File: src/rtl/quantum_pkg.sv
// Shared opcode, completion-status and FSM-state definitions for the
// quantum operation command front-end.
package quantum_pkg;

  localparam logic [3:0] OP_IDLE          = 4'd0;
  localparam logic [3:0] OP_PREPARE       = 4'd1;
  localparam logic [3:0] OP_MEASURE       = 4'd2;
  localparam logic [3:0] OP_FACTOR        = 4'd3;
  localparam logic [3:0] OP_SEARCH        = 4'd4;
  localparam logic [3:0] OP_OPTIMIZE      = 4'd5;
  localparam logic [3:0] OP_ERROR_CORRECT = 4'd6;

  localparam logic [1:0] CPL_OK      = 2'b00;
  localparam logic [1:0] CPL_ERROR   = 2'b01;
  localparam logic [1:0] CPL_TIMEOUT = 2'b10;
  localparam logic [1:0] CPL_ILLEGAL = 2'b11;

  typedef enum logic [2:0] {
    ST_IDLE,
    ST_ISSUE,
    ST_WAIT,
    ST_DRAIN,
    ST_CPL,
    ST_GAP
  } state_t;

  function automatic logic op_is_legal(input logic [3:0] op);
    return (op >= OP_PREPARE) && (op <= OP_ERROR_CORRECT);
  endfunction

endpackage

File: src/rtl/sync_fifo.sv
// First-word fall-through synchronous FIFO; full/empty derive from the
// registered occupancy count. Storage is not reset, so dout is raw.
module sync_fifo #(
  parameter int WIDTH = 8,
  parameter int DEPTH = 4
) (
  input  logic                   clk,
  input  logic                   rst,
  input  logic                   wr_en,
  input  logic [WIDTH-1:0]       din,
  input  logic                   rd_en,
  output logic [WIDTH-1:0]       dout,
  output logic                   full,
  output logic                   empty,
  output logic [$clog2(DEPTH):0] count
);

  localparam int AW = $clog2(DEPTH);

  logic [WIDTH-1:0] mem [DEPTH];
  logic [AW-1:0]    wr_ptr;
  logic [AW-1:0]    rd_ptr;
  logic             wr_ok;
  logic             rd_ok;

  // A push at full is refused even when a pop happens in the same cycle.
  assign wr_ok = wr_en && !full;
  assign rd_ok = rd_en && !empty;

  assign full  = (count == (AW+1)'(DEPTH));
  assign empty = (count == '0);
  assign dout  = mem[rd_ptr];

  always_ff @(posedge clk or posedge rst) begin
    if (rst) begin
      wr_ptr <= '0;
      rd_ptr <= '0;
      count  <= '0;
    end else begin
      if (wr_ok) wr_ptr <= wr_ptr + AW'(1);
      if (rd_ok) rd_ptr <= rd_ptr + AW'(1);
      case ({wr_ok, rd_ok})
        2'b10:   count <= count + (AW+1)'(1);
        2'b01:   count <= count - (AW+1)'(1);
        default: count <= count;
      endcase
    end
  end

  always_ff @(posedge clk) begin
    if (wr_ok) mem[wr_ptr] <= din;
  end

endmodule

File: src/rtl/quantum_op_sequencer.sv
// Buffers host quantum operations, issues them one at a time to the
// controller, supervises done/error/timeout and posts tagged completions.
module quantum_op_sequencer
  import quantum_pkg::*;
#(
  parameter int CMD_DEPTH      = 4,
  parameter int CPL_DEPTH      = 4,
  parameter int TAG_W          = 4,
  parameter int TIMEOUT_CYCLES = 1024,
  parameter int GAP_CYCLES     = 2
) (
  input  logic             clk,
  input  logic             rst,
  input  logic             cmd_valid,
  output logic             cmd_ready,
  input  logic [3:0]       cmd_opcode,
  input  logic [63:0]      cmd_param,
  input  logic [TAG_W-1:0] cmd_tag,
  output logic [3:0]       op_code,
  output logic [127:0]     op_param,
  output logic             op_start,
  input  logic             op_done,
  input  logic             op_error,
  input  logic [127:0]     op_result,
  output logic             cpl_valid,
  input  logic             cpl_ready,
  output logic [TAG_W-1:0] cpl_tag,
  output logic [1:0]       cpl_status,
  output logic [31:0]      cpl_data,
  output logic             busy
);

  localparam int CMD_W = 4 + 64 + TAG_W;
  localparam int CPL_W = TAG_W + 2 + 32;
  localparam int TO_W  = $clog2(TIMEOUT_CYCLES);
  localparam int GAP_W = $clog2(GAP_CYCLES) + 1;

  state_t                    state, state_nxt;
  logic [CMD_W-1:0]          cmd_head;
  logic                      cmd_full, cmd_empty;
  logic [$clog2(CMD_DEPTH):0] cmd_count;
  logic [CPL_W-1:0]          cpl_head, cpl_shown;
  logic                      cpl_full, cpl_empty;
  logic [$clog2(CPL_DEPTH):0] cpl_count;

  logic [3:0]       head_op;
  logic [63:0]      head_param;
  logic [TAG_W-1:0] head_tag;

  logic             cmd_pop, cpl_push, load_op, st_load;
  logic [1:0]       st_val;
  logic             cnt_clr, cnt_inc, gap_clr, gap_inc;
  logic [TO_W-1:0]  cnt;
  logic [GAP_W-1:0] gap_cnt;
  logic [63:0]      op_param_r;
  logic [TAG_W-1:0] tag_r;
  logic [1:0]       status_r;
  logic [31:0]      data_r;
  logic             unused_result;

  assign head_op    = cmd_head[CMD_W-1 -: 4];
  assign head_param = cmd_head[TAG_W +: 64];
  assign head_tag   = cmd_head[TAG_W-1:0];

  sync_fifo #(.WIDTH(CMD_W), .DEPTH(CMD_DEPTH)) u_cmd_fifo (
    .clk   (clk),
    .rst   (rst),
    .wr_en (cmd_valid),
    .din   ({cmd_opcode, cmd_param, cmd_tag}),
    .rd_en (cmd_pop),
    .dout  (cmd_head),
    .full  (cmd_full),
    .empty (cmd_empty),
    .count (cmd_count)
  );

  sync_fifo #(.WIDTH(CPL_W), .DEPTH(CPL_DEPTH)) u_cpl_fifo (
    .clk   (clk),
    .rst   (rst),
    .wr_en (cpl_push),
    .din   ({tag_r, status_r, data_r}),
    .rd_en (cpl_ready),
    .dout  (cpl_head),
    .full  (cpl_full),
    .empty (cpl_empty),
    .count (cpl_count)
  );

  always_ff @(posedge clk or posedge rst) begin
    if (rst) state <= ST_IDLE;
    else     state <= state_nxt;
  end

  always_comb begin
    state_nxt = state;
    cmd_pop   = 1'b0;
    cpl_push  = 1'b0;
    load_op   = 1'b0;
    st_load   = 1'b0;
    st_val    = status_r;
    cnt_clr   = 1'b0;
    cnt_inc   = 1'b0;
    gap_clr   = 1'b0;
    gap_inc   = 1'b0;
    case (state)
      ST_IDLE: begin
        if (!cmd_empty) begin
          cmd_pop = 1'b1;
          if (op_is_legal(head_op)) begin
            load_op   = 1'b1;
            state_nxt = ST_ISSUE;
          end else begin
            st_load   = 1'b1;
            st_val    = CPL_ILLEGAL;
            state_nxt = ST_CPL;
          end
        end
      end
      ST_ISSUE: begin
        cnt_clr   = 1'b1;
        state_nxt = ST_WAIT;
      end
      ST_WAIT: begin
        cnt_inc = 1'b1;
        if (op_error) begin
          st_load   = 1'b1;
          st_val    = CPL_ERROR;
          cnt_clr   = 1'b1;
          state_nxt = op_done ? ST_CPL : ST_DRAIN;
        end else if (op_done) begin
          st_load   = 1'b1;
          st_val    = CPL_OK;
          state_nxt = ST_CPL;
        end else if (cnt == TO_W'(TIMEOUT_CYCLES - 1)) begin
          st_load   = 1'b1;
          st_val    = CPL_TIMEOUT;
          state_nxt = ST_CPL;
        end
      end
      ST_DRAIN: begin
        // Swallow the controller's trailing done pulse, but never wait long.
        cnt_inc = 1'b1;
        if (op_done || (cnt == TO_W'(1))) state_nxt = ST_CPL;
      end
      ST_CPL: begin
        if (!cpl_full) begin
          cpl_push  = 1'b1;
          gap_clr   = 1'b1;
          state_nxt = ST_GAP;
        end
      end
      ST_GAP: begin
        gap_inc = 1'b1;
        if (gap_cnt == GAP_W'(GAP_CYCLES - 1)) state_nxt = ST_IDLE;
      end
      default: state_nxt = ST_IDLE;
    endcase
  end

  // Start is registered off ISSUE so it lands in the first WAIT cycle.
  always_ff @(posedge clk or posedge rst) begin
    if (rst) begin
      op_start   <= 1'b0;
      op_code    <= '0;
      op_param_r <= '0;
      cnt        <= '0;
      gap_cnt    <= '0;
    end else begin
      op_start <= (state == ST_ISSUE);
      if (load_op) begin
        op_code    <= head_op;
        op_param_r <= head_param;
      end
      if (cnt_clr)      cnt <= '0;
      else if (cnt_inc) cnt <= cnt + TO_W'(1);
      if (gap_clr)      gap_cnt <= '0;
      else if (gap_inc) gap_cnt <= gap_cnt + GAP_W'(1);
    end
  end

  always_ff @(posedge clk) begin
    if (cmd_pop) tag_r <= head_tag;
    if (st_load) begin
      status_r <= st_val;
      data_r   <= (st_val == CPL_OK) ? op_result[31:0] : 32'd0;
    end
  end

  assign unused_result = ^op_result[127:32];

  assign op_param   = {64'd0, op_param_r};
  assign cmd_ready  = !cmd_full;
  assign busy       = (state != ST_IDLE) || (cmd_count != '0);
  assign cpl_valid  = (cpl_count != '0);
  assign cpl_shown  = cpl_empty ? '0 : cpl_head;
  assign cpl_tag    = cpl_shown[CPL_W-1 -: TAG_W];
  assign cpl_status = cpl_shown[33:32];
  assign cpl_data   = cpl_shown[31:0];

endmodule
File: config.mk
export PLATFORM = sky130hd
export DESIGN_NAME = quantum_op_sequencer
export DESIGN_NICKNAME = d
export VERILOG_FILES = /design/src/rtl/quantum_pkg.sv /design/src/rtl/sync_fifo.sv /design/src/rtl/quantum_op_sequencer.sv
export SDC_FILE = /design/constraint.sdc
export NUM_CORES = 1
export LEC_CHECK = 0
export BUFFER_PORTS_ARGS = -buffer_cell sky130_fd_sc_hd__buf_2
export CAP_MARGIN = 20
export CORE_UTILIZATION = 55
export CTS_BUF_LIST = sky130_fd_sc_hd__clkbuf_8
export CTS_CLUSTER_SIZE = 30
export DETAILED_ROUTE_END_ITERATION = 10
export PLACE_DENSITY = 0.84
export SYNTH_ARGS = -nofsm -noshare
export SYNTH_HDL_FRONTEND = slang
export SYNTH_SLANG_ARGS = --single-unit
File: constraint.sdc
create_clock -name clk -period 10 [get_ports clk]
set_clock_uncertainty 0.1 [all_clocks]
set_input_delay 2 -clock clk [delete_from_list [all_inputs] [get_ports clk]]
set_output_delay 2 -clock clk [all_outputs]
set_load 0.02 [all_outputs]
Yosys cells after proc, flatten, opt, wreduce, memory -nomap -nowiden
Memories as Yosys holds them, arrays and structs flattened.
Cells that the tools add are included.
{"block": "totals", "register_bits": 136, "latch_bits": 0, "mem_bits_rw": 440, "romBits": 0, "in_bits": 206, "output_inout_bits": 174, "mem_count": 2}
{"name": "u_cmd_fifo.mem", "words": 4, "word_bits": 72, "rd": 1, "rd_ports_with_merged_regs": 0, "wr": 1, "line": "sync_fifo.sv:20", "text": "logic [WIDTH-1:0] mem [DEPTH];"}
{"name": "u_cpl_fifo.mem", "words": 4, "word_bits": 38, "rd": 1, "rd_ports_with_merged_regs": 0, "wr": 1, "line": "sync_fifo.sv:20"}
{"block": "classes", "n_addsub": 10, "multipliers": 0, "div_mod_pow": 0, "n_lt_le_gt_ge": 2, "n_eq_ne": 19, "shifts": 0, "muxes": 44, "bitwise": 0, "n_reduce_logical": 24}
{"op": "38-bit two-way mux", "n": 1}
{"op": "3-bit two-way mux", "n": 9}
{"op": "10-bit two-way mux", "n": 2}
{"op": "1-bit two-way mux", "n": 19}
{"op": "3-bit case mux with 6 select lines", "n": 1}
{"op": "2-bit two-way mux", "n": 7}
{"op": "3-bit equality test (second input constant)", "n": 4}
{"op": "3-bit case mux with 2 select lines", "n": 2}
{"op": "10-bit by 1-bit adder with 10-bit output (second input constant)", "n": 1}
{"op": "2-bit by 1-bit adder with 2-bit output (second input constant)", "n": 5}
{"op": "10-bit by 1-bit equality test with 1-bit output (second input constant)", "n": 1}
{"op": "10-bit equality test (second input constant)", "n": 1}
{"op": "3-bit zero test", "n": 3}
{"op": "3-bit nonzero test", "n": 3}
{"op": "2-bit != test (second input constant)", "n": 4}
{"op": "2-bit nonzero test", "n": 4}
{"op": "3-bit by 1-bit adder with 3-bit output (second input constant)", "n": 2}
{"op": "2-bit by 1-bit equality test with 1-bit output (second input constant)", "n": 3}
{"op": "3-bit by 2-bit equality test with 1-bit output (second input constant)", "n": 2}
{"op": "3-bit by 1-bit subtractor with 3-bit output (second input constant)", "n": 2}
{"op": "1-bit logical AND", "n": 5}
{"op": "5-bit AND reduction", "n": 1}
{"op": "2-bit equality test (second input constant)", "n": 2}
{"op": "4-bit by 1-bit >= comparator with 1-bit output (second input constant)", "n": 1}
{"op": "other kinds (9)", "n": 14}

Depth between registers and ports, before layout
Gate-level depths: netlist (run 1).
An unclocked memory read counts as a cell.
{"block": "depth", "depth_word": 7, "ltp_mapped": 11, "ltp_nobuf": 10}

By module
From an unflattened synthesis (run 1), not the netlist that was laid out.
{"block": "hier_totals", "cells_unflattened": 1104, "hier_area_um2": 22484.1}
{"module": "sync_fifo at u_cmd_fifo", "instances": 1, "cells_per_inst": 414, "area_per_inst_um2": 10821.6, "seq_area_each_um2": 8823.5}
{"module": "sync_fifo at u_cpl_fifo", "instances": 1, "cells_per_inst": 237, "area_per_inst_um2": 5963.2, "seq_area_each_um2": 4739.5}
{"module": "quantum_op_sequencer", "instances": 1, "cells_per_inst": 453, "area_per_inst_um2": 5699.2, "seq_area_each_um2": 3243.1}

Least setup slack after synthesis (run 1)
Ideal clock, no wire load.
{"block": "synth_path", "path_type": "input to register", "startpoint": "input op_done", "endpoint": "register data_r[0] (enable)", "setup_time_ps": 438, "arrival_ps": 3741, "t_required_ps": 9462, "path_slack_ps": 5721, "path_stages": 2, "cell_sequence": "nor3_1 -> o22ai_1"}
{"block": "synth_via", "elab_chain_cells": 3}
{"item": "start: declaration", "line": "quantum_op_sequencer.sv:22", "text": "input logic op_done,"}
{"item": "1-bit two-way mux", "line": "quantum_op_sequencer.sv:130", "text": "end else if (op_done) begin"}
{"item": "1-bit two-way mux", "line": "quantum_op_sequencer.sv:125", "text": "if (op_error) begin"}
{"item": "1-bit case mux with 2 select lines", "line": "quantum_op_sequencer.sv:105", "text": "case (state)"}
{"item": "net st_load", "line": "quantum_op_sequencer.sv:50", "text": "logic cmd_pop, cpl_push, load_op, st_load;"}
{"item": "end signal: assignment", "line": "quantum_op_sequencer.sv:185", "text": "data_r <= (st_val == CPL_OK) ? op_result[31:0] : 32'd0;"}
{"item": "end: declaration", "line": "quantum_op_sequencer.sv:58", "text": "logic [31:0] data_r;"}
The timed path passes the listed nets, and every way through them passes these cells.
A chain may end at the register's enable or synchronous reset.

Final worst setup path (run 1)
{"block": "layout_path", "startpoint": "register u_cpl_fifo.rd_ptr[0]", "endpoint": "output cpl_data[15]"}
{"block": "layout_via", "elab_chain_cells": 2}
{"item": "start: declaration", "line": "sync_fifo.sv:22", "text": "logic [AW-1:0] rd_ptr;"}
{"item": "start signal: assignment", "line": "sync_fifo.sv:41", "text": "if (rd_ok) rd_ptr <= rd_ptr + AW'(1);"}
{"item": "memory 4 x 38 bit"}
{"item": "38-bit two-way mux", "line": "quantum_op_sequencer.sv:195", "text": "assign cpl_shown = cpl_empty ? '0 : cpl_head;"}
{"item": "end: declaration", "line": "quantum_op_sequencer.sv:29", "text": "output logic [31:0] cpl_data,"}
Every way passes these cells.

==> flow_summary.yaml, run 1 <==
min_path:
  whs_path_depth: 0
  hold_path_end: "u_cpl_fifo.mem[1][6]$_DFFE_PP_"
  hold_path.class: "register to register"
  hold_start: "data_r[6]$_SDFFCE_PP0P_"
sta:
  finalSetupViolations: 0
  slew_headroom: 0.265
  setup_ws_ns: 5.30
  finalHoldViolCount: 0
  tightest_slew_ns: 1.10
  rsz0062_at_grt: "no"
  setup_tns_ns: 0
  fin_crit_sh: 0.470
  fmax_ghz: 0.213
  timing.final.crit_period_ns: 4.70
  slew_viol_final: 0
synth:
  ys_ff_latch: 576
  synth_top_area_cell: "edfxtp_1"
  synthCells: 1151
  synth_flop_cell: "edfxtp_1"
  ys_async_sr_fraction: 0.170
  ys_warn_count: 0
  yosysMostFrequentCell: "edfxtp_1"
  yosys.area.top_type_share: 0.630
  yosysUniqueCellTypes: 56
  syn_area_um2: 22800
  synth_edf_count: 478
  ys_top_cells_by_area: "edfxtp_1 (63%), mux4_2 (11%), dfrtp_1 (11%)"
  ys_seq_area_frac: 0.738
  synth_commonest_cells: "edfxtp_1 (478), mux4_2 (110), dfrtp_1 (98)"
  avgSynthCellArea_um2: 19.8
drt:
  post_drt_wl_per_cell_um: 22.2
  ant_nets: 0
  via_per_inst: 5.67
  drt_pass1_iterations: 5
  wirelength_mm: 44.9
  drt_iter0_markers: 715
  drc: 0
  vias: 11500
floorplanning:
  rows: 74
  core_um2: 40800
  die-height_um: 206
  initial_utilization: 0.558
  dieArea_um2: 42200
  io_pins: 380
  die_x_um: 206
worst_setup_path:
  startpoint_type: "register"
  crit_type: "register to primary output"
  critPathArrivalTime_ns: 2.60
  r2r-start: "u_cmd_fifo.rd_ptr[1]$_DFFE_PP0P_"
  rr_endpoint: "data_r[8]$_SDFFCE_PP0P_"
  crit_path_max_fanout: 40
  r2r_slack_ns: 6.02
  worst_r2r_path_depth: 5
  end_kind: "primary output"
  worstPathRequired_ns: 7.90
finish:
  num-nets-final: 1639
  area_growth_pct: 14.0
  drive_above_1_share: 0.356
  layout.cells.non_filler: 2026
  final_util: 0.636
power:
  leakage_nw: 9.46
  swShare: 0.342
  p_int_mw: 5.49
  power_frac_comb: 0.321
  power_switching_mw: 2.85
  finalPower_mw: 8.34
  ir_drop_v: 0.000226
  sequentialPowerShare: 0.449
  power.share.clock: 0.230
  cellPowerDensity_nw_per_um2: 321
job:
  maxCapViolCount: 0
clock_tree:
  clock_latency_ns: 0.65
  cts_buffers: 91
  postCtsResizedCells: 0
  path_clk_slew_ns: 0.06
  clkSinkCount: 576
  cts-root-buf: "clkbuf_8"
  hold_buffers: 0
  htreeDepth: 3
  cts_buffer_depth: 3
  post_cts_buffers: 0
  cts_tree: "built"
placed_design:
  port_buffers: 219
  gp_congestion: 0.773
  place_ws_ns: 5.90
  place_inst: 1856
  hpwl_mm: 25.5
global_routing:
  grt_usage: 0.218
  grt_pass1_vias: 12300
  grt_pass1_wl_mm: 67.9
  grt_max_degree: 66
  grt_overflow: 0
  antenna_found_initial: 10
run_status:
  outcome: "completed"
## cell families (layout without fill, tap and decap cells)
kind of cell | count (synthesis) | count (layout) | share of synthesized area
DFF | 576 | 576 | 0.738
muxes | 181 | 181 | 0.144
and+or+nand+nor | 151 | 151 | 0.0375
buffers and inverters | 141 | 420 | 0.0375
AOI/OAI and AO/OA | 67 | 67 | 0.0275
xor gates and xnor gates | 19 | 19 | 0.00730
adders and majority gates | 15 | 15 | 0.00890
other | 1 | 65 | 0.000165
## layer usage
layer | vias up | track usage | wire [µm]
met5 | - | 0 | 115
met3 | 82 | 0.0751 | 4380
li1 | 4993 | - | -
met1 | 5909 | 0.253 | 16600
met4 | 18 | 0.0722 | 784
met2 | 487 | 0.376 | 23100
## state kept, by name, indices dropped and copies added, names as in the netlist
name and flops:
u_cmd_fifo.mem 288, u_cpl_fifo.mem 152, op_param_r 64, data_r 32, cnt 10, op_code 4, tag_r 4, state 3
u_cmd_fifo.count 3, u_cpl_fifo.count 3, gap_cnt 2, status_r 2, u_cmd_fifo.rd_ptr 2, u_cmd_fifo.wr_ptr 2, u_cpl_fifo.rd_ptr 2, u_cpl_fifo.wr_ptr 2
op_start 1
## final cells by class
type | count | area, µm²
repair buffers | 233 | 1210
flip-flops and latches | 576 | 16800
fillers | 2781 | 14800
well taps | 532 | 666
inverters | 19 | 73.8
clock buffers | 98 | 1350
diodes | 1 | 2.50
clock inverters | 70 | 427
multi-input cells | 497 | 5440
## per-stage QoR
| step | hold slack, ns | cell area [µm²] |
|---|---|---|
| 2_1_floorplan | 0.356 | 23000 |
| 3_3_place_gp | 0.361 | 24200 |
| 3_5_place_dp | 0.370 | 24200 |
| 4_1_cts | 0.372 | 26000 |
| 5_1_grt | 0.384 | 26000 |
| 6_report | 0.370 | 26000 |
## cells in the final DEF, fill, tap and decap left out, types with 8 or more instances in the layout
cell type | Yosys | layout
a211oi_2 | 28 | 28
and2_1 | 45 | 41
buf_2 | 2 | 219
buf_4 | 66 | 13
clkbuf_8 | 0 | 98
clkinv_1 | 1 | 11
clkinv_2 | 0 | 11
conb_1 | 1 | 64
dfrtp_1 | 98 | 95
edfxtp_1 | 478 | 478
ha_1 | 13 | 13
inv_1 | 18 | 54
mux2_1 | 49 | 49
mux2_2 | 18 | 18
mux4_2 | 110 | 110
nand2_1 | 11 | 11
nand3_1 | 37 | 37
nor2_1 | 15 | 15
nor3_1 | 12 | 12
xnor2_1 | 11 | 11
xor2_1 | 8 | 8
## worst max-delay path, stage by stage, from the launching register on
cell and delay (ns):
dfrtp_2 0.34, buf_4 0.63, mux4_2 0.60, and2_1 0.20, buf_2 0.16
## power by group through the flow
stage	clock network, mW	logic, mW	registers, mW
2_1_floorplan	0	1.86	3.81
3_3_place_gp	0	2.63	3.73
3_5_place_dp	0	2.70	3.79
4_1_cts	1.97	2.71	3.75
5_1_grt	2.06	2.89	3.82
6_report	1.92	2.68	3.74
## worst max-delay path by stage
stage,start,to,slack (ns),depth (start not counted)
floorplan,rst,cnt[0]$_DFFE_PP0P_,5.34,1
global placement,u_cpl_fifo.rd_ptr[0]$_DFFE_PP0P_,cpl_data[6],5.93,4
detailed placement,u_cpl_fifo.rd_ptr[0]$_DFFE_PP0P_,cpl_data[15],5.90,4
CTS,u_cpl_fifo.rd_ptr[0]$_DFFE_PP0P_,cpl_data[15],5.19,4
global route,u_cpl_fifo.rd_ptr[0]$_DFFE_PP0P_,cpl_data[15],5.11,4
finish,u_cpl_fifo.rd_ptr[0]$_DFFE_PP0P_,cpl_data[15],5.30,4
No activity file was read; power rests on OpenSTA's default activity.
==> run 2: changes to the inputs <==
Clock period 10 ns to 4.81 ns, I/O delays scaled along.
==> run 2 against run 1 <==
  * Sequential share of layout area is 0.20 points higher
  * Global-route usage is 0.26 points lower
  * Clock-buffer cell count is 1 lower
  * Critical path type unchanged
  * Cell count is 0.15% higher
  * Die area stayed put
  * Combinational power is 110% higher
  * Non-clock buffer count is 6 higher
  * Wire length is 1.8% lower
==> flow_summary.yaml, run 2 (synthesis gave the netlist of run 1 again) <==
power:
  cellPowerDensity_nw_per_um2: 659
  ir_drop_v: 0.000403
  power_frac_comb: 0.328
  swShare: 0.344
  sequentialPowerShare: 0.455
  p_int_mw: 11.2
  power_switching_mw: 5.88
  power.share.clock: 0.217
  finalPower_mw: 17.1
  leakage_nw: 9.40
worst_setup_path:
  r2r_slack_ns: 1.43
  rr_endpoint: "data_r[1]$_SDFFCE_PP0P_"
  critPathArrivalTime_ns: 2.72
  r2r-start: "u_cmd_fifo.rd_ptr[1]$_DFFE_PP0P_"
  crit_type: "register to primary output"
  end_kind: "primary output"
  startpoint: "u_cpl_fifo.rd_ptr[0]$_DFFE_PP0P_"
  worstPathRequired_ns: 3.75
  crit_path_max_fanout: 16
  worst_r2r_path_depth: 4
  cp-endpoint: "cpl_data[13]"
  startpoint_type: "register"
placed_design:
  port_buffers: 219
  gp_congestion: 0.757
  hpwl_mm: 25.6
floorplanning:
  core_um2: 40800
  io_pins: 380
  dieArea_um2: 42200
  die-height_um: 206
  rows: 74
  die_x_um: 206
  initial_utilization: 0.558
clock_tree:
  cts_buffers: 89
  cts_tree: "built"
  hold_buffers: 0
  cts-root-buf: "clkbuf_8"
  cts_buffer_depth: 3
  htreeDepth: 3
  postCtsResizedCells: 0
  clkSinkCount: 576
  post_cts_buffers: 0
  path_clk_slew_ns: 0.06
  clock_latency_ns: 0.64
finish:
  area_growth_pct: 13.7
  mostFrequentLayoutCells: "edfxtp_1 (478), buf_2 (219), mux4_2 (110)"
  nFillCells: 2684
  largest_reg_flops: 288
  num-nets-final: 1643
  drive_above_1_share: 0.355
  regMostFlops: "u_cmd_fifo.mem"
  layout_commonest_cell: "edfxtp_1"
  largestRegisters: "u_cmd_fifo.mem x288, u_cpl_fifo.mem x152, op_param_r x64"
job:
  maxCapViolCount: 0
drt:
  post_drt_wl_per_cell_um: 21.8
  wl_met1_mm: 17.0
  via_per_inst: 5.63
  vias: 11400
  routed-wl-met2_mm: 21.9
  wl_met3_mm: 4.24
  drt_iter0_markers: 757
  wirelength_mm: 44.1
  drt_pass1_iterations: 5
  top_layer: "met5"
  drc: 0
  ant_nets: 0
global_routing:
  grt_pass1_vias: 12200
  antenna_found_initial: 8
  grt_pass1_wl_mm: 67.4
  grt_usage: 0.215
  grt_overflow: 0
  grt_max_degree: 66
sta:
  slew_headroom: 0.267
  rsz0062_at_grt: "no"
  setup_tns_ns: 0
  slew_viol_final: 0
  tightest_slew_ns: 1.10
  timing.final.crit_period_ns: 3.78
  finalSetupViolations: 0
  finalHoldViolCount: 0
  fmax_ghz: 0.265
  fin_crit_sh: 0.785
min_path:
  hold_path.class: "input pin to async pin"
run_status:
  outcome: "completed"
## run 2: cell types whose count changed in the layout (fill, tap and decap cells not counted)
cell and change:
buf_12 +1, buf_4 +5, bufinv_16 -4, clkbuf_8 -1
clkinv_1 +6, clkinv_2 -3, clkinvlp_4 +2, diode_2 +1
inv_1 -2, inv_8 -2
## run 2: power by group through the flow
stage               clock network [mW]  registers, mW  logic, mW
finish                            3.71           7.77       5.60
global route                      3.99           7.92       6.06
CTS                               3.79           7.79       5.68
detailed placement                   0           7.87       5.64
global placement                     0           7.74       5.52
floorplan                            0           7.91       3.88
## run 2: worst min path at each step
stage	from	to	slack (ns)	depth (start not counted)
2_1_floorplan	gap_cnt[1]$_DFFE_PP0P_	gap_cnt[1]$_DFFE_PP0P_	0.36	1
3_3_place_gp	op_param_r[19]$_DFFE_PP0P_	op_param_r[19]$_DFFE_PP0P_	0.36	1
3_5_place_dp	op_param_r[24]$_DFFE_PP0P_	op_param_r[24]$_DFFE_PP0P_	0.37	1
4_1_cts	rst	op_param_r[57]$_DFFE_PP0P_	0.27	2
5_1_grt	rst	op_param_r[51]$_DFFE_PP0P_	0.31	2
6_report	rst	op_param_r[49]$_DFFE_PP0P_	0.30	2
## run 2: metal layers
layer  vias up  GRT usage
met1      5871      0.265
met4        14     0.0725
li1       5010          -
met5         -          0
met3        89     0.0798
met2       448      0.351
## run 2: stage by stage
step	hold slack, ns	setup slack [ns]	instance area [µm²]	cells	util
finish	0.298	1.03	25900	2029	0.634
floorplan	0.356	1.12	23000	1214	-
detailed placement	0.369	1.40	24200	1862	0.594
CTS	0.269	0.922	25900	2026	0.634
global placement	0.361	1.57	24200	1862	0.594
global route	0.310	0.858	25900	2027	0.634
## run 2: worst max-delay path, cell delays in order (launching register included)
cell and delay, ns:
dfrtp_2 0.74, buf_4 0.42, mux4_2 0.56, and2_1 0.19, buf_2 0.16
## run 2: cell type report
| type | count | area (µm²) | area share |
|---|---|---|---|
| Inverter | 19 | 73.8 | 0.00285 |
| Timing Repair Buffer | 239 | 1270 | 0.0491 |
| Clock buffer | 97 | 1340 | 0.0515 |
| Tap cell | 532 | 666 | 0.0257 |
| Clock inverter | 67 | 299 | 0.0115 |
| Multi-Input combinational cell | 497 | 5440 | 0.210 |
| Antenna cell | 2 | 5.00 | 0.000193 |
| Sequential cell | 576 | 16800 | 0.649 |
==> run 3: changes to the inputs <==
Settings changed: ABC_AREA set to 1, CORE_UTILIZATION 55 to 53, PLACE_DENSITY 0.84 to 0.85.
Clock period 4.81 ns to 3.16 ns, I/O delays scaled along.
==> run 3 against run 2 <==
  * Largest power group unchanged
  * Global-route usage is 1.1 points higher
  * Largest cell class unchanged
  * Non-clock buffer count up 19
  * Hold slack got worse by 0.23 ns
  * First-iteration DRC count increased by 55%
  * Sequential power is 51% higher
==> flow_summary.yaml, run 3 <==
synth:
  ys_async_sr_fraction: 0.170
  synth_flop_cell: "edfxtp_1"
  yosys.area.top_type_share: 0.630
  synth_top_area_cell: "edfxtp_1"
  ys_warn_count: 0
  synth_commonest_cells: "edfxtp_1 (478), nor2_1 (354), nand2_1 (272)"
  avgSynthCellArea_um2: 12.2
  yosysMostFrequentCell: "edfxtp_1"
  ys_seq_area_frac: 0.738
  syn_area_um2: 22800
  ys_ff_latch: 576
  synth_edf_count: 478
  ys_top_cells_by_area: "edfxtp_1 (63%), dfrtp_1 (11%), nor2_1 (5.8%)"
  synthCells: 1870
  yosysUniqueCellTypes: 34
worst_setup_path:
  worstPathRequired_ns: 2.43
  end_kind: "primary output"
  cp_cell_sequence: "buf_16 > nor2_1 > nor2_1 > o21ai_0 > a21oi_1 > buf_2"
  critPathArrivalTime_ns: 2.29
  crit_type: "register to primary output"
  worst_r2r_path_depth: 11
  rr_endpoint: "op_param_r[31]$_DFFE_PP0P_"
  crit_cells: 6
  cp_slowest_cell: "dfrtp_4"
  path_buf_inv: 2
  crit_path_max_incr_delay_ns: 0.58
  crit_family: "flip-flops"
  startpoint: "u_cpl_fifo.rd_ptr[0]$_DFFE_PP0P_"
  r2r_slack_ns: 0.47
  r2r-start: "u_cmd_fifo.rd_ptr[1]$_DFFE_PP0P_"
  crit_path_max_fanout: 61
  critical_path.most_common_cell: "nor2_1"
  startpoint_type: "register"
placed_design:
  place_inst: 2571
  gp_congestion: 0.816
  hpwl_mm: 28.6
  port_buffers: 219
  place_ws_ns: 0.448
clock_tree:
  cts_buffer_depth: 3
  clock_latency_ns: 0.67
  cts_tree: "built"
  path_clk_slew_ns: 0.07
  clkSinkCount: 576
  cts-root-buf: "clkbuf_8"
  htreeDepth: 3
  cts_buffers: 87
sta:
  fmax_ghz: 0.331
  slew_headroom: 0.399
  setup_ws_ns: 0.137
  fin_crit_sh: 0.957
  tightest_slew_ns: 0.901
  timing.final.crit_period_ns: 3.02
  finalSetupViolations: 0
  finalHoldViolCount: 0
  slew_viol_final: 0
  rsz0062_at_grt: "no"
finish:
  regMostFlops: "u_cmd_fifo.mem"
  num-nets-final: 2343
  largest_reg_flops: 288
  largestRegisters: "u_cmd_fifo.mem x288, u_cpl_fifo.mem x152, op_param_r x64"
  area_growth_pct: 14.7
  mostFrequentLayoutCells: "edfxtp_1 (478), nor2_1 (346), nand2_1 (272)"
  layout_commonest_cell: "edfxtp_1"
  drive_above_1_share: 0.181
  layout.cells.non_filler: 2736
  nFillCells: 3100
drt:
  drt_iter0_markers: 1176
  post_drt_wl_per_cell_um: 18.2
  drt_pass1_iterations: 5
  vias: 14800
  wirelength_mm: 49.7
  ant_nets: 0
  drc: 0
  via_per_inst: 5.42
floorplanning:
  die-height_um: 209
  rows: 75
  initial_utilization: 0.541
  core_um2: 42100
  dieArea_um2: 43800
  die_x_um: 209
  io_pins: 380
global_routing:
  grt_max_degree: 89
  grt_util_met1: 0.272
  busiest_layer: "met2"
  grt_pass1_vias: 14900
  grt_util_met3: 0.0637
  antenna_found_initial: 13
  grt_pass1_wl_mm: 76.4
  grt_usage: 0.225
  grt_overflow: 0
  grtUsageMet2: 0.384
min_path:
  hold_path.class: "input pin to register"
  hold_start: "cmd_param[31]"
  whs_path_depth: 1
  hold_path_end: "u_cmd_fifo.mem[2][35]$_DFFE_PP_"
run_status:
  outcome: "completed"
power:
  cellPowerDensity_nw_per_um2: 1030
  leakage_nw: 10.4
  ir_drop_v: 0.000689
job:
  maxCapViolCount: 0
==> run 3: kinds of logic after synthesis <==
group,after synthesis,synth area share
other,1,0.000165
and+or+nand+nor,664,0.112
buffers and inverters,255,0.0558
muxes,1,0.000440
adders and majority gates,15,0.00890
xor gates and xnor gates,9,0.00346
AOI/OAI and AO/OA,349,0.0812
DFF,576,0.738
==> run 3: worst max path at each step <==
stage	slack (ns)	endpoint
final	0.14	cpl_data[3]
after global routing	0.005	cpl_data[14]
after CTS	0.07	cpl_data[29]
after detailed placement	0.45	op_param_r[18]$_DFFE_PP0P_
after global placement	0.49	op_param_r[45]$_DFFE_PP0P_
after floorplan	-0.19	u_cmd_fifo.mem[0][0]$_DFFE_PP_
==> run 3: report_power, final <==
part	total, mW	internal, mW	switching, mW
Clock	5.84	3.03	2.81
Sequential	11.7	10.7	0.933
Combinational	9.40	2.78	6.62
Total	26.9	16.6	10.4
==> run 3: area by class of cell <==
| type | count | area, µm² | share of cell area |
|---|---|---|---|
| Multi-Input combinational cell | 1102 | 5000 | 0.191 |
| Timing Repair Buffer | 258 | 1560 | 0.0598 |
| Inverter | 97 | 370 | 0.0142 |
| Antenna cell | 10 | 25.0 | 0.000958 |
| Tap cell | 539 | 674 | 0.0258 |
| Clock inverter | 56 | 329 | 0.0126 |
| Clock buffer | 98 | 1350 | 0.0516 |
| Sequential cell | 576 | 16800 | 0.644 |
==> run 3: per-layer routing <==
layer,vias up,wire [µm]
li1,6840,-
met1,7250,19300
met2,625,24700
met3,99,4510
met4,8,1130
met5,-,54
==> run 3: metrics by stage <==
stage	setup TNS (ns)	util	instance area, µm²	power [mW]	hold WS (ns)
2_1_floorplan	-55.17	-	23000	17.9	0.352
3_3_place_gp	0	0.579	24400	20.6	0.358
3_5_place_dp	0	0.579	24400	21.1	0.360
4_1_cts	0	0.619	26100	27.0	0.0262
5_1_grt	0	0.620	26100	28.4	0.0524
6_report	0	0.620	26100	26.9	0.0680
==> run 3: worst reg2reg max path: stages, from the launching register on <==
cell	delay [ns]
dfrtp_2	0.68
inv_2	0.27
nand3_1	0.15
nand2_1	0.08
nand3_1	0.10
nand3_2	0.11
nor2_2	0.13
nand2_2	0.08
inv_2	0.43
buf_12	0.30
nand2_1	0.11
nand2_1	0.10
==> run 3: what timing repair did <==
action	CTS	global route
hold endpoints to repair	24	0
buffers inserted	0	0
hold buffers	1	0
gates resized for setup	0	3
setup endpoints to repair	0	7
